**src/rtl/miic_pkg.sv**
```systemverilog
// miic_slave shared types: FSM states, bus ACK levels, R/W bit position.
// Imported by the filter and the target top.
package miic_pkg;

  typedef enum logic [3:0] {
    ST_IDLE,
    ST_ADDR,
    ST_ADDR_ACK,
    ST_PTR,
    ST_PTR_ACK,
    ST_WDATA,
    ST_WDATA_ACK,
    ST_RDATA,
    ST_MACK,
    ST_IGNORE
  } state_t;

  localparam logic ACK    = 1'b0;
  localparam logic NACK   = 1'b1;
  localparam int   RW_BIT = 0;

endpackage

```
**src/rtl/miic_filter.sv**
```systemverilog
// Pad synchroniser plus saturating-count glitch filter.
// Level flips after FILT_LEN equal samples; rise/fall pulse with it.
module miic_filter
  import miic_pkg::*;
#(
  parameter int FILT_LEN = 4
) (
  input  logic clk,
  input  logic rst_n,
  input  logic pad,
  output logic lvl,
  output logic rise,
  output logic fall
);

  logic [1:0] sync;
  logic [3:0] cnt;

  always_ff @(posedge clk or negedge rst_n) begin
    if (!rst_n) begin
      sync <= 2'b11;
      cnt  <= '0;
      lvl  <= 1'b1;
      rise <= 1'b0;
      fall <= 1'b0;
    end else begin
      sync <= {sync[0], pad};
      rise <= 1'b0;
      fall <= 1'b0;
      if (sync[1] != lvl) begin
        if (cnt == 4'(FILT_LEN - 1)) begin
          lvl  <= sync[1];
          cnt  <= '0;
          rise <= sync[1];
          fall <= !sync[1];
        end else begin
          cnt <= cnt + 4'd1;
        end
      end else begin
        cnt <= '0;
      end
    end
  end

endmodule

```
**src/rtl/miic_slave.sv**
```systemverilog
// I2C target exposing an 8-bit register space with auto-increment.
// Filtered bus events drive a two-process FSM and a register datapath.
module miic_slave
  import miic_pkg::*;
#(
  parameter logic [6:0] DEV_ADDR = 7'h52,
  parameter int         FILT_LEN = 4,
  parameter int         SDA_HOLD = 8
) (
  input  logic       clk,
  input  logic       rst_n,
  input  logic       scl_i,
  input  logic       sda_i,
  output logic       sda_o,
  output logic       sda_t,
  output logic [7:0] reg_addr,
  output logic       reg_wr_en,
  output logic [7:0] reg_wr_data,
  output logic       reg_rd_en,
  input  logic [7:0] reg_rd_data,
  output logic       busy,
  output logic       xfer_done
);

  logic scl, scl_rise, scl_fall;
  logic sda, sda_rise, sda_fall;
  logic start, stop;

  state_t     state, state_nxt;
  logic [2:0] bit_cnt;
  logic [7:0] shreg, tx, rx_byte;
  logic [7:0] hold_cnt;
  logic       hold_on, rw, rd_pend;
  logic       last_bit, drive_lo;
  logic       wr_go, rd_go, ld_ptr, match_go;

  miic_filter #(.FILT_LEN(FILT_LEN)) u_scl (
    .clk  (clk),
    .rst_n(rst_n),
    .pad  (scl_i),
    .lvl  (scl),
    .rise (scl_rise),
    .fall (scl_fall)
  );

  miic_filter #(.FILT_LEN(FILT_LEN)) u_sda (
    .clk  (clk),
    .rst_n(rst_n),
    .pad  (sda_i),
    .lvl  (sda),
    .rise (sda_rise),
    .fall (sda_fall)
  );

  assign sda_o    = 1'b0;
  assign start    = sda_fall & scl;
  assign stop     = sda_rise & scl;
  assign rx_byte  = {shreg[6:0], sda};
  assign last_bit = (bit_cnt == 3'd7);

  always_ff @(posedge clk or negedge rst_n) begin
    if (!rst_n) state <= ST_IDLE;
    else        state <= state_nxt;
  end

  always_comb begin
    state_nxt = state;
    wr_go     = 1'b0;
    rd_go     = 1'b0;
    ld_ptr    = 1'b0;
    match_go  = 1'b0;
    if (stop) begin
      state_nxt = ST_IDLE;
    end else if (start) begin
      state_nxt = ST_ADDR;
    end else if (scl_rise) begin
      unique case (state)
        ST_ADDR: if (last_bit) begin
          if (rx_byte[7:1] == DEV_ADDR) begin
            state_nxt = ST_ADDR_ACK;
            match_go  = 1'b1;
          end else begin
            state_nxt = ST_IGNORE;
          end
        end
        ST_ADDR_ACK: begin
          state_nxt = rw ? ST_RDATA : ST_PTR;
          rd_go     = rw;
        end
        ST_PTR: if (last_bit) begin
          state_nxt = ST_PTR_ACK;
          ld_ptr    = 1'b1;
        end
        ST_PTR_ACK: state_nxt = ST_WDATA;
        ST_WDATA: if (last_bit) begin
          state_nxt = ST_WDATA_ACK;
          wr_go     = 1'b1;
        end
        ST_WDATA_ACK: state_nxt = ST_WDATA;
        ST_RDATA: if (last_bit) state_nxt = ST_MACK;
        ST_MACK: begin
          state_nxt = (sda == ACK) ? ST_RDATA : ST_IGNORE;
          rd_go     = (sda == ACK);
        end
        default: ;
      endcase
    end
  end

  // SDA level the current bit slot wants once the hold time expires
  always_comb begin
    drive_lo = 1'b0;
    unique case (state)
      ST_ADDR_ACK, ST_PTR_ACK, ST_WDATA_ACK: drive_lo = 1'b1;
      ST_RDATA: drive_lo = !tx[7];
      default: ;
    endcase
  end

  always_ff @(posedge clk or negedge rst_n) begin
    if (!rst_n) begin
      sda_t       <= 1'b1;
      reg_addr    <= '0;
      reg_wr_en   <= 1'b0;
      reg_wr_data <= '0;
      reg_rd_en   <= 1'b0;
      busy        <= 1'b0;
      xfer_done   <= 1'b0;
      bit_cnt     <= '0;
      shreg       <= '0;
      tx          <= '0;
      hold_cnt    <= '0;
      hold_on     <= 1'b0;
      rw          <= 1'b0;
      rd_pend     <= 1'b0;
    end else begin
      reg_wr_en <= 1'b0;
      reg_rd_en <= 1'b0;
      xfer_done <= 1'b0;
      rd_pend   <= reg_rd_en;
      if (scl_rise) shreg <= rx_byte;
      if (start || stop)
        bit_cnt <= '0;
      else if (scl_rise)
        bit_cnt <= (state_nxt != state) ? 3'd0 : bit_cnt + 3'd1;
      if (match_go) begin
        rw   <= rx_byte[RW_BIT];
        busy <= 1'b1;
      end
      if (stop) begin
        busy      <= 1'b0;
        xfer_done <= busy;
      end
      if (wr_go) begin
        reg_wr_en   <= 1'b1;
        reg_wr_data <= rx_byte;
      end
      if (rd_go) reg_rd_en <= 1'b1;
      if (ld_ptr)
        reg_addr <= rx_byte;
      else if (reg_wr_en || rd_pend)
        reg_addr <= reg_addr + 8'd1;
      if (rd_pend)
        tx <= reg_rd_data;
      else if (scl_rise && state == ST_RDATA)
        tx <= {tx[6:0], 1'b0};
      if (start || stop) begin
        sda_t   <= 1'b1;
        hold_on <= 1'b0;
      end else if (scl_fall) begin
        hold_on  <= 1'b1;
        hold_cnt <= 8'(SDA_HOLD - 1);
      end else if (hold_on) begin
        if (hold_cnt == 8'd0) begin
          sda_t   <= drive_lo ? ACK : NACK;
          hold_on <= 1'b0;
        end else begin
          hold_cnt <= hold_cnt - 8'd1;
        end
      end
    end
  end

endmodule
```
**config.mk**
```make
export PLATFORM = sky130hd
export DESIGN_NAME = miic_slave
export DESIGN_NICKNAME = d
export VERILOG_FILES = /design/src/rtl/miic_pkg.sv /design/src/rtl/miic_filter.sv /design/src/rtl/miic_slave.sv
export SDC_FILE = /design/constraint.sdc
export NUM_CORES = 1
export LEC_CHECK = 0
export ABC_AREA = 1
export CAP_MARGIN = 10
export CELL_PAD_IN_SITES_DETAIL_PLACEMENT = 0
export CELL_PAD_IN_SITES_GLOBAL_PLACEMENT = 1
export CORE_MARGIN = 4
export CORE_UTILIZATION = 42
export DETAILED_ROUTE_END_ITERATION = 8
export PLACE_DENSITY_LB_ADDON = 0.1
export SYNTH_ARGS = -nofsm -noshare
export SYNTH_HDL_FRONTEND = slang
export SYNTH_SLANG_ARGS = --single-unit
```
**constraint.sdc**
```tcl
create_clock -name clk -period 2.2 [get_ports clk]
set_clock_uncertainty 0.15 [all_clocks]
set_input_delay 0.44 -clock clk [delete_from_list [all_inputs] [get_ports clk]]
set_output_delay 0.44 -clock clk [all_outputs]
set_load 0.01 [all_outputs]
```
; ---- Word-level counts from Yosys, hierarchy flattened
; Index checks and enable logic that the tools add are counted.
[totals]
regBits = 72
latch_bits = 0
ram_bits = 0
mem_bits_ro = 0
input_bits = 12
output_inout_bits = 22
n_memories = 0
[classes]
n_addsub = 5
multipliers = 0
div_mod_pow = 0
n_lt_le_gt_ge = 0
n_eq_ne = 17
n_shift = 0
n_mux = 67
n_bitwise = 4
n_reduce_logical = 20
[ops]
columns = cell, count
row1 = 8-bit 2-to-1 mux, 7
row2 = 4-bit 2-to-1 mux, 13
row3 = 1-bit 2-to-1 mux, 40
row4 = 4-bit one-hot mux with 7 select lines, 1
row5 = 4-bit by 2-bit == test with 1-bit output (second input constant), 4
row6 = 4-bit by 3-bit == test with 1-bit output (second input constant), 4
row7 = 2-bit nonzero test, 7
row8 = 3-bit 2-to-1 mux, 4
row9 = 4-bit by 1-bit adder with 4-bit output (second input constant), 2
row10 = 8-bit by 1-bit adder with 8-bit output (second input constant), 1
row11 = 8-bit zero test, 1
row12 = 8-bit by 1-bit subtractor with 8-bit output (second input constant), 1
row13 = 7-bit == test (second input constant), 1
row14 = 3-bit AND reduction, 2
row15 = 4-bit by 1-bit == test with 1-bit output (second input constant), 1
row16 = 4-bit == test (second input constant), 1
row17 = 4-bit != test, 1
row18 = 1-bit one-hot mux with 2 select lines, 2
row19 = 2-bit AND reduction, 2
row20 = 3-bit by 1-bit adder with 3-bit output (second input constant), 1
row21 = 3-bit == test (second input constant), 1
row22 = 1-bit zero test, 3
row23 = 3-bit OR reduction, 1
row24 = 1-bit AND, 2
row25 = other kinds (7), 10

; ---- Logic depth before layout (Yosys ltp)
; Gate-level depths: netlist of run 1.
[depth]
ltp_word = 11
mapped_depth = 15
depth_no_buf = 15

; ---- Hierarchy
; A second synthesis of run 1 with hierarchy kept.
[unflattened]
hier_cells = 429
area_unflattened_um2 = 3560.9
[modules_own_cells]
columns = mod, n_inst, cells_per_inst, area_per_inst_um2
row1 = miic_slave, 1, 365, 2820.2
row2 = miic_filter, 2, 32, 370.4

; ---- Least setup slack after synthesis of run 1
; OpenSTA, ideal clock, no wires.
[synth_timing]
kind = flip-flop to flip-flop
startpoint = register bit_cnt[0]
endpoint = register bit_cnt[0]
setup_time_ns = 0.065
arrival_time_ns = 1.575
t_required_ns = 1.985
path_slack_ns = 0.411
path_stages_with_launch = 16
path_buffers = 0
synth_period_minus_slack_ns = 1.789
path_cell_list = dfrtp_1 -> ha_1 -> ha_1 -> nand2_1 -> nor2_1 -> nand2_1 -> nand2_1 -> nand2_1 -> nand2_1 -> nand2_1 -> nand2_1 -> nand2_1 -> nand2_1 -> nor2_2 -> nand3_1 -> nand2_1
[synth_between]
elab_chain_len = 10
[synth_rtl]
columns = item, line_no
row1 = start: declaration, miic_slave.sv:30  ; logic [2:0] bit_cnt;
row2 = start signal: assignment, miic_slave.sv:145  ; bit_cnt <= (state_nxt != state) ? 3'd0 : bit_cnt + 3'd1;
row3 = 3-bit == test, miic_slave.sv:59  ; assign last_bit = (bit_cnt == 3'd7);
row4 = 4-bit 2-to-1 mux (on tied branches), --
row5 = 4-bit one-hot mux with 7 select lines, miic_slave.sv:77  ; unique case (state)
row6 = 4-bit 2-to-1 mux, miic_slave.sv:76  ; end else if (scl_rise) begin
row7 = 4-bit 2-to-1 mux, miic_slave.sv:74  ; end else if (start) begin
row8 = 4-bit 2-to-1 mux, miic_slave.sv:72  ; if (stop) begin
row9 = 4-bit != test, miic_slave.sv:145
row10 = 3-bit 2-to-1 mux (*), miic_slave.sv:145
row11 = 3-bit 2-to-1 mux (*), miic_slave.sv:144  ; else if (scl_rise)
row12 = 3-bit 2-to-1 mux (*), miic_slave.sv:142  ; if (start || stop)
; Mark *: on every way between the ends. The rest lies on a longest branch, timed or not. The select of a mux whose other input is x is not followed.
; A chain may end at the register's enable or synchronous reset.

; ---- Worst setup path in the final report of run 1
[layout_timing]
startpoint = register sda_t
endpoint = output sda_t
[layout_lines]
columns = item, line_no
row1 = start: declaration, miic_slave.sv:15  ; output logic sda_t,
row2 = start signal: assignment, miic_slave.sv:175  ; sda_t <= drive_lo ? ACK : NACK;
; No word-level cell between the ends.

==> results of run 1 <==
layout make-up:
| class | count | area [µm²] |
|---|---|---|
| Fill cell | 783 | 3980 |
| Sequential cell | 72 | 1810 |
| Multi-Input combinational cell | 289 | 1420 |
| Timing Repair Buffer | 39 | 383 |
| Inverter | 69 | 259 |
| Clock buffer | 11 | 131 |
| Tap cell | 105 | 131 |
| Clock inverter | 5 | 57.6 |
repair_timing:
| action | CTS | global route |
|---|---|---|
| hold endpoints to repair | 65 | 0 |
| resized for setup | 0 | 2 |
| hold buffers | 1 | 0 |
| endpoints found under the setup margin | 0 | 4 |
how the worst max path moves through the flow:
stage | end | depth (start not counted) | from | slack [ns]
3_3_place_gp | bit_cnt[0] | 15 | bit_cnt[0] | 0.25
6_report | sda_t | 1 | sda_t | 0.21
5_1_grt | bit_cnt[2] | 14 | bit_cnt[0] | 0.02
2_1_floorplan | bit_cnt[0] | 15 | bit_cnt[0] | 0.41
4_1_cts | bit_cnt[1] | 15 | bit_cnt[0] | 0.18
3_5_place_dp | bit_cnt[2] | 15 | bit_cnt[0] | 0.20
synth_stat cells, drive strengths merged:
cell type  number  area (µm²)
clkinv          1        3.75
o31ai           1        7.51
ha              7        87.6
nor3            9        50.1
inv            68         255
dfrtp          65        1630
buf             4        22.5
xor2            3        26.3
o22ai           3        18.8
o211ai          8        60.1
nand2         108         418
conb            1        3.75
a31oi           2        27.5
dfstp           7         184
a211oi          1        7.51
o21ai          49         249
clkbuf          4        16.3
nand4           3        18.8
nand3          23         120
a21oi          10        53.8
a21boi          1        7.51
xnor2           2        17.5
o21bai          1        11.3
nor2           57         231
sequential cells by signal, summed over array words and instances (netlist names), 2 cells and up:
register and cells:
state 4, shreg 7, u_scl.sync 2, bit_cnt 3
hold_cnt 8, u_scl.cnt 4, reg_wr_data 8, u_sda.sync 2
tx 8, u_sda.cnt 4, reg_addr 8
where the power goes:
part	total (mW)	switching [mW]	internal [mW]
clock	1.01	0.481	0.525
combinational	0.891	0.558	0.333
sequential	1.70	0.171	1.53
total	3.59	1.21	2.38
routing by layer:
metal  GRT usage, %  vias to the layer above  routed length [µm]
li1               -                     1472                   -
met4           5.36                        0                 125
met1           20.2                     1283                3430
met5              0                        -                   0
met3           4.77                       11                 311
met2           24.8                       41                3320
kinds of logic (layout without fill, tap and decap cells):
group | after synthesis | after routing | synth area share [%]
compound gates | 76 | 76 | 12.6
xor+xnor | 5 | 5 | 1.24
fa+ha+maj | 7 | 7 | 2.48
buf+inv | 77 | 124 | 8.45
flops | 72 | 72 | 51.4
other cells | 1 | 1 | 0.106
simple gates | 200 | 200 | 23.8
==> metrics.md, run 1 <==
| Metric | Value |
|---|---|
| Crit path kind | `reg2out` |
| Die Y | `99.6 µm` |
| Nets | `between 400 and 500` |
| TritonRoute pass-1 iters | `5` |
| Hold depth | `0` |
| Post-CTS Setup Bufs | `0` |
| Worst-path cell chain | `clkdlybuf4s50_1` |
| DRC viols | `0` |
| Post-Syn Area per Cell | `between 8 and 9 µm²` |
| Slowest CP cell | `clkdlybuf4s50_1` |
| Placed instance count | `573` |
| Fin crit period | `roughly 2 ns` |
| Clk slew on worst S/H paths | `0.08 ns` |
| Via count | `2807` |
| Ant diodes | `0` |
| Largest net degree at the start of global routing | `73` |
| Hold Path Origin | `u_scl.sync[0]` |
| FF-to-FF End | `bit_cnt[1]` |
| Worst setup SP type | `flop` |
| RSZ-0062 raised after global routing | `false` |
| H-tree Lvls | `3` |
| Final worst-path setup slack | `slightly above 0.2 ns` |
| Fmax achieved | `about 500 MHz` |
| P_leak | `2.07 nW` |
| Hold WS | `0.199 ns` |
| Dpl ws | `between 0.15 and 0.2 ns` |
| Fin crit share | `~91%` |
| PwrDens | `approximately 860 nW/µm²` |
| R2R Setup Slk | `about 0.22 ns` |
| Yosys cell types | `37` |
| Hold path endpoint | `u_scl.sync[1]` |
| Initial drt markers | `between 100 and 150` |
| Final HPWL from detailed placement | `about 5200 µm` |
| GPL Wtd Cong | `roughly 0.9` |
| Reg2reg start | `bit_cnt[0]` |
| # IOs | `34` |
| Syn_nets | `457` |
| Design Area, Final | `4200 µm²` |
| Clk_lat worst skew | `0.34 ns` |
| Routed vias/inst | `4.76` |
| Clock Sinks | `a little over 70` |
| Core area | `8180 µm²` |
| Cells on worst reg2reg path | `15` |
| Hold Path Class | `reg2reg` |
| Worst Path Arrival | `1.40 ns` |
| Initial antenna violation count | `0` |
| CTS Buf Count | `9` |
| Die area | `roughly 10000 µm²` |
| Power, Total | `approximately 3.6 mW` |
| Most common cell after layout, fill and taps aside | `nand2_1` |
| Critical Path Sink Type | `primary output` |
| Synthesized flop and latch total | `72` |
| Layout Utilization | `between 50 and 60%` |
| Die X | `~100 µm` |
| Rows | `33` |
| Placed instance area | `3990 µm²` |
| Crit Path Max Fanout | `2` |
| Sequential area share after synthesis | `slightly above 50%` |
| Routed len/inst | `~12 µm` |
| Remaining global-route overflow | `0` |
| Most frequent cells in the layout | `nand2_1, dfrtp_1, inv_1` |
| Initial core utilization | `43.1%` |
| First-pass GRT wire length | `12300 µm` |
| Area growth syn-to-layout | `19.1%` |
| Mapped Area | `between 3000 and 4000 µm²` |
| Slowest stage delay, CP | `approximately 0.54 ns` |
| Final wirelength | `~7200 µm` |
| CTS tree | `built` |
| Post-Syn Instances | `438` |
| Status | `finished clean` |
| Vias in the first global route | `between 2000 and 3000` |
| Maximum vdd ir drop | `559 µV` |
| Gr usage total | `~16%` |
| Antenna Nets Post-Route | `0` |
| Setup TNS | `0 ns` |
| IO Port Bufs | `32` |
| Delay-heaviest family, CP | `buffers and inverters` |
| Max_cap viols | `0` |
| Post-route insts no fill | `590` |
| Clk buf depth | `2` |
| Synth Warn # | `0` |
| Final Slew Violations | `0` |
| Fraction of layout cells with a size suffix above 1 | `11.3%` |
| Root Buffer | `clkbuf_8` |
| Final hold vios | `0` |
| Crit path buffers/inverters | `1` |
| Setup violators final | `0` |
| Worst Path Required | `1.61 ns` |
(Power assumes the default switching activity.)
==> run 2: changes to the inputs <==
- REMOVE_ABC_BUFFERS: not set -> 1
- SKIP_CTS_REPAIR_TIMING: not set -> 1
==> run 2 against run 1 <==
First-iteration DRC count shrank 15%. Sequential share of layout area fell by 0.17 points. Clock power rose by 12%. Clock-buffer cell count up 3. Fmax shrank 0.40%. Die area did not move. Via count increased by 1.6%.
==> metrics.md, run 2 (synthesized netlist as in run 1, its figures left out) <==
| Metric | Value |
|---|---|
| P_leak | `2.08 nW (+0.48%)` |
| Setup violators final | `0 (unchanged)` |
| DRC viols | `0 (unchanged)` |
| # IOs | `34 (unchanged)` |
| Clk_lat worst skew | `0.35 ns (about the same)` |
| Max_cap viols | `0 (unchanged)` |
| Largest net degree at the start of global routing | `73 (unchanged)` |
| Core area | `8180 µm² (unchanged)` |
| Ant diodes | `0 (unchanged)` |
| R2R Setup Slk | `0.21 ns (about the same)` |
| Final HPWL from detailed placement | `5360 µm (+3.0%)` |
| Root Buffer | `clkbuf_8` |
| Status | `finished clean` |
| Worst-path cell chain | `clkdlybuf4s50_1` |
| Initial antenna violation count | `0 (unchanged)` |
| Final wirelength | `7440 µm (+3.4%)` |
| Initial core utilization | `43.1% (unchanged)` |
| CTS tree | `built` |
| Clk slew on worst S/H paths | `0.07 ns (about the same)` |
| Routed len/inst | `12.6 µm (+3.6%)` |
| Slowest CP cell | `dfstp_2` |
| Maximum vdd ir drop | `580 µV (+3.9%)` |
| H-tree Lvls | `3 (unchanged)` |
| Clock Sinks | `72 (unchanged)` |
| Critical Path Sink Type | `primary output` |
| Remaining global-route overflow | `0 (unchanged)` |
| Clk buf depth | `2 (unchanged)` |
| FF-to-FF End | `bit_cnt[0]` |
| Sequential power share | `45.7% (-1.5 points)` |
| Cells on worst reg2reg path | `13 (-2)` |
| Initial drt markers | `122 (-15%)` |
| Multi-input gate area | `1420 µm² (-0.35%)` |
| Clock share of power | `30.3% (+2.3 points)` |
| GPL Wtd Cong | `0.895 (-2.5%)` |
| Worst setup SP type | `flop` |
| Final hold vios | `0 (unchanged)` |
| CTS Buf Count | `9 (unchanged)` |
| Fin crit period | `2.00 ns (+0.00801 ns)` |
| TritonRoute pass-1 iters | `4 (-1)` |
| Crit Path Max Fanout | `2 (unchanged)` |
| Via count | `2853 (+1.6%)` |
| Power share of the combinational group | `24.0% (-0.8 points)` |
| Fraction of layout cells with a size suffix above 1 | `11.2% (-0.18 points)` |
| Slowest stage delay, CP | `0.54 ns (about the same)` |
| Crit path buffers/inverters | `1 (unchanged)` |
| Worst Path Required | `1.61 ns (about the same)` |
| Antenna Nets Post-Route | `0 (unchanged)` |
| Placed instance area | `3980 µm² (-0.19%)` |
| Hold path endpoint | `u_sda.sync[1]` |
| Most common cell after layout, fill and taps aside | `nand2_1` |
| Nets | `498 (-0.20%)` |
| Worst Path Arrival | `1.41 ns (about the same)` |
| Die area | `9920 µm² (unchanged)` |
| Reg2reg start | `bit_cnt[0]` |
| Routed vias/inst | `4.84 (+1.8%)` |
| Hold Path Class | `reg2reg` |
| Switching Share | `32.8% (-0.82 points)` |
| Most frequent cells in the layout | `nand2_1, dfrtp_1, inv_1` |
| PwrDens | `883 nW/µm² (+3.1%)` |
| RSZ-0062 raised after global routing | `false` |
| Fmax achieved | `499 MHz (-0.40%)` |
| Hold depth | `0 (unchanged)` |
| Gr usage total | `16.1% (+0.51 points)` |
| Die X | `99.6 µm (unchanged)` |
| Area growth syn-to-layout | `19.5%` |
| Design Area, Final | `4210 µm² (+0.39%)` |
| Die Y | `99.6 µm (unchanged)` |
| Setup TNS | `0 ns (unchanged)` |
| Pint | `2.50 mW (+4.8%)` |
| Net Sw Power | `1.22 mW (+1.0%)` |
| IO Port Bufs | `32 (unchanged)` |
| Vias in the first global route | `2649 (-0.79%)` |
| Hold Path Origin | `u_sda.sync[0]` |
| Fillers | `803 (+2.6%)` |
| Rows | `33 (unchanged)` |
| Crit path kind | `reg2out` |
| Delay-heaviest family, CP | `flip-flops` |
| Fin crit share | `91.0% (+0.36 points)` |
| Final Slew Violations | `0 (unchanged)` |
| First-pass GRT wire length | `12700 µm (+3.4%)` |
| Reg area | `1810 µm² (unchanged)` |
==> run 2: worst max-delay path by stage <==
stage,slack (ns),startpoint,depth (start not counted),to
floorplan,0.38,bit_cnt[0],8,reg_addr[7]
global placement,0.19,bit_cnt[0],13,bit_cnt[1]
detailed placement,0.16,bit_cnt[0],13,bit_cnt[1]
CTS,0.14,bit_cnt[0],13,bit_cnt[1]
global route,0.02,bit_cnt[0],15,bit_cnt[0]
finish,0.20,sda_t,1,sda_t
==> run 2: power by group through the flow <==
stage	clock network, mW	logic (mW)	registers (mW)
2_1_floorplan	0	0.664	1.68
3_3_place_gp	0	0.896	1.73
3_5_place_dp	0	0.894	1.72
4_1_cts	1.16	0.900	1.70
5_1_grt	1.22	1.04	1.73
6_report	1.13	0.894	1.70
==> run 2: worst register-to-register path, stage by stage, from the launching register on <==
cell,delay [ns]
dfrtp_1,0.40
ha_1,0.21
ha_2,0.20
nand3_1,0.12
nand3_1,0.11
nor2_1,0.14
nand2_1,0.06
nand2_1,0.08
inv_1,0.06
nand2_1,0.05
nand2_1,0.06
nor2_2,0.15
nand3_1,0.08
nand2_1,0.06
==> run 2: stage by stage <==
step           instances  util [%]  worst slack [ns]  power [mW]  hold slack (ns)
6_report             589      51.5             0.198        3.72            0.207
5_1_grt              589      51.5            0.0205        3.99            0.210
4_1_cts              588      51.4             0.142        3.76          -0.0355
3_5_place_dp         572      48.7             0.159        2.62            0.198
3_3_place_gp         572      48.7             0.193        2.62            0.196
2_1_floorplan        430         -             0.379        2.35         -0.00559
==> run 2: metal layers <==
metal | vias up | track usage (%) | wire (µm)
li1 | 1468 | - | -
met1 | 1324 | 21.8 | 3650
met2 | 49 | 24.3 | 3370
met3 | 12 | 4.14 | 269
met4 | 0 | 6.93 | 148
met5 | - | 0 | 0
==> run 2: layout make-up <==
type | instances | share of cell area [%]
Timing Repair Buffer | 38 | 8.91
Clock buffer | 14 | 4.34
Multi-Input combinational cell | 289 | 33.7
Sequential cell | 72 | 43.0
Inverter | 69 | 6.15
Clock inverter | 2 | 0.832
Tap cell | 105 | 3.12
==> run 3: changes to the inputs <==
- CORE_ASPECT_RATIO: not set -> 1.4
==> run 3 against run 2 <==
Global-route usage rose by 0.36 points. Critical path depth rose by 8. Wire length barely moved. Combinational power rose by 2.6%. Final area rose by 2.3%. Sequential power barely moved. Critical endpoint is now reg_addr[7].
==> metrics.md, run 3 (synthesized netlist as in run 1, its figures left out) <==
| Metric | Value |
|---|---|
| PwrDens | `939 nW/µm² (+6.3%)` |
| Clk_lat worst skew | `0.33 ns (-0.02 ns)` |
| First-pass GRT wire length | `12700 µm (+0.32%)` |
| # IOs | `34 (unchanged)` |
| R2R Setup Slk | `0.20 ns (about the same)` |
| RSZ-0062 raised after global routing | `false` |
| Max_cap viols | `0 (unchanged)` |
| Area growth syn-to-layout | `22.2%` |
| FF-to-FF End | `reg_addr[7]` |
| Final hold vios | `0 (unchanged)` |
| Gr usage total | `16.4% (+0.36 points)` |
| Final Slew Violations | `0 (unchanged)` |
| Most frequent cells in the layout | `nand2_1, dfrtp_1, inv_1` |
| Worst Path Arrival | `2.06 ns (+0.65 ns)` |
| Die area | `9940 µm² (+0.21%)` |
| Routed len/inst | `12.7 µm (+0.33%)` |
| Rows | `39 (+18%)` |
| P_leak | `2.12 nW (+1.9%)` |
| Hold depth | `0 (unchanged)` |
| Hold Path Origin | `u_scl.sync[0]` |
| Fin crit share | `90.9% (-0.12 points)` |
| Via count | `2847 (-0.21%)` |
| Reg2reg start | `u_scl.lvl` |
| Fmax achieved | `500 MHz (+0.13%)` |
| Layout Utilization | `52.5% (+1.0 points)` |
| Largest net degree at the start of global routing | `45 (-38%)` |
| Power, Total | `4.05 mW (+8.7%)` |
| Antenna Nets Post-Route | `0 (unchanged)` |
| Critical Path Sink Type | `flop` |
| Nets | `499 (+0.20%)` |
| Clk slew on worst S/H paths | `0.06 ns (about the same)` |
| Cells on worst reg2reg path | `9 (-4)` |
| Die Y | `116 µm (+17%)` |
| Routed vias/inst | `4.85 (+0.13%)` |
| Hold path endpoint | `u_scl.sync[1]` |
| Vias in the first global route | `2811 (+6.1%)` |
| Clock Sinks | `72 (unchanged)` |
| Ant diodes | `0 (unchanged)` |
| Final HPWL from detailed placement | `5550 µm (+3.5%)` |
| DRC viols | `0 (unchanged)` |
| Fin crit period | `2.00 ns (-0.00258 ns)` |
| Worst Path Required | `2.26 ns (+0.65 ns)` |
| Design Area, Final | `4310 µm² (+2.3%)` |
| CTS tree | `built` |
| Hold Path Class | `reg2reg` |
| Placed instance area | `3990 µm² (+0.16%)` |
| CTS Buf Count | `9 (unchanged)` |
| Initial antenna violation count | `0 (unchanged)` |
| Most common cell after layout, fill and taps aside | `nand2_1` |
| IO Port Bufs | `32 (unchanged)` |
| Initial drt markers | `131 (+7.4%)` |
| Crit Path Max Fanout | `7 (+5)` |
| Worst setup SP type | `flop` |
| Maximum vdd ir drop | `476 µV (-18%)` |
| Core area | `8200 µm² (+0.28%)` |
| H-tree Lvls | `3 (unchanged)` |
| GPL Wtd Cong | `0.818 (-8.6%)` |
| Status | `finished clean` |
| Final wirelength | `7440 µm (about the same)` |
| Clk buf depth | `2 (unchanged)` |
| Setup violators final | `0 (unchanged)` |
| Fraction of layout cells with a size suffix above 1 | `11.8% (+0.60 points)` |
| TritonRoute pass-1 iters | `5 (+1)` |
| Die X | `85.4 µm (-14%)` |
| Initial core utilization | `43.0% (-0.12 points)` |
| Setup TNS | `0 ns (unchanged)` |
| Crit path kind | `reg2reg` |
| Remaining global-route overflow | `0 (unchanged)` |
| Root Buffer | `clkbuf_16` |
[run 3: power breakdown]
part	internal (mW)	switching, mW	total [mW]
sequential	1.53	0.163	1.69
clock	0.906	0.532	1.44
combinational	0.342	0.575	0.917
[run 3: through the flow]
step	hold slack [ns]	cells	setup WS [ns]
6_report	0.206	587	0.200
5_1_grt	0.215	587	0.00803
4_1_cts	-0.102	586	0.138
3_5_place_dp	0.198	570	0.155
3_3_place_gp	0.196	570	0.186
2_1_floorplan	-0.00559	430	0.379
[run 3: worst max-delay path, cell delays in order (launching register included)]
cell      delay [ns]
dfstp_2         0.56
nand2_1         0.11
nand2_2         0.16
nor2_1          0.09
nand3_1         0.20
inv_1           0.18
a21oi_1         0.14
o21ai_0         0.10
o211ai_1        0.09
o21ai_0         0.10
[run 3: metal layers]
metal  GRT usage (%)  vias to the layer above  routed length (µm)
met5               0                        -                   0
met4            9.61                        0                 244
met3            2.82                       14                 241
met2            29.4                       41                3730
met1            18.2                     1322                3220
li1                -                     1470                   -
[run 3: final cells by class]
class | count | area, µm²
clock buffers | 11 | 243
clock inverters | 5 | 56.3
fillers | 815 | 3890
inverters | 69 | 259
multi-input cells | 289 | 1430
flip-flops and latches | 72 | 1810
well taps | 102 | 128
repair buffers | 39 | 385
[run 3: worst max-delay path by stage]
stage	startpoint	to	slack, ns	cells past startpoint
after floorplan	bit_cnt[0]	reg_addr[7]	0.38	8
after global placement	u_scl.lvl	reg_addr[7]	0.19	9
after detailed placement	bit_cnt[0]	bit_cnt[1]	0.15	14
after CTS	bit_cnt[0]	bit_cnt[1]	0.14	14
after global routing	bit_cnt[0]	bit_cnt[1]	0.008	14
final	u_scl.lvl	reg_addr[7]	0.20	9
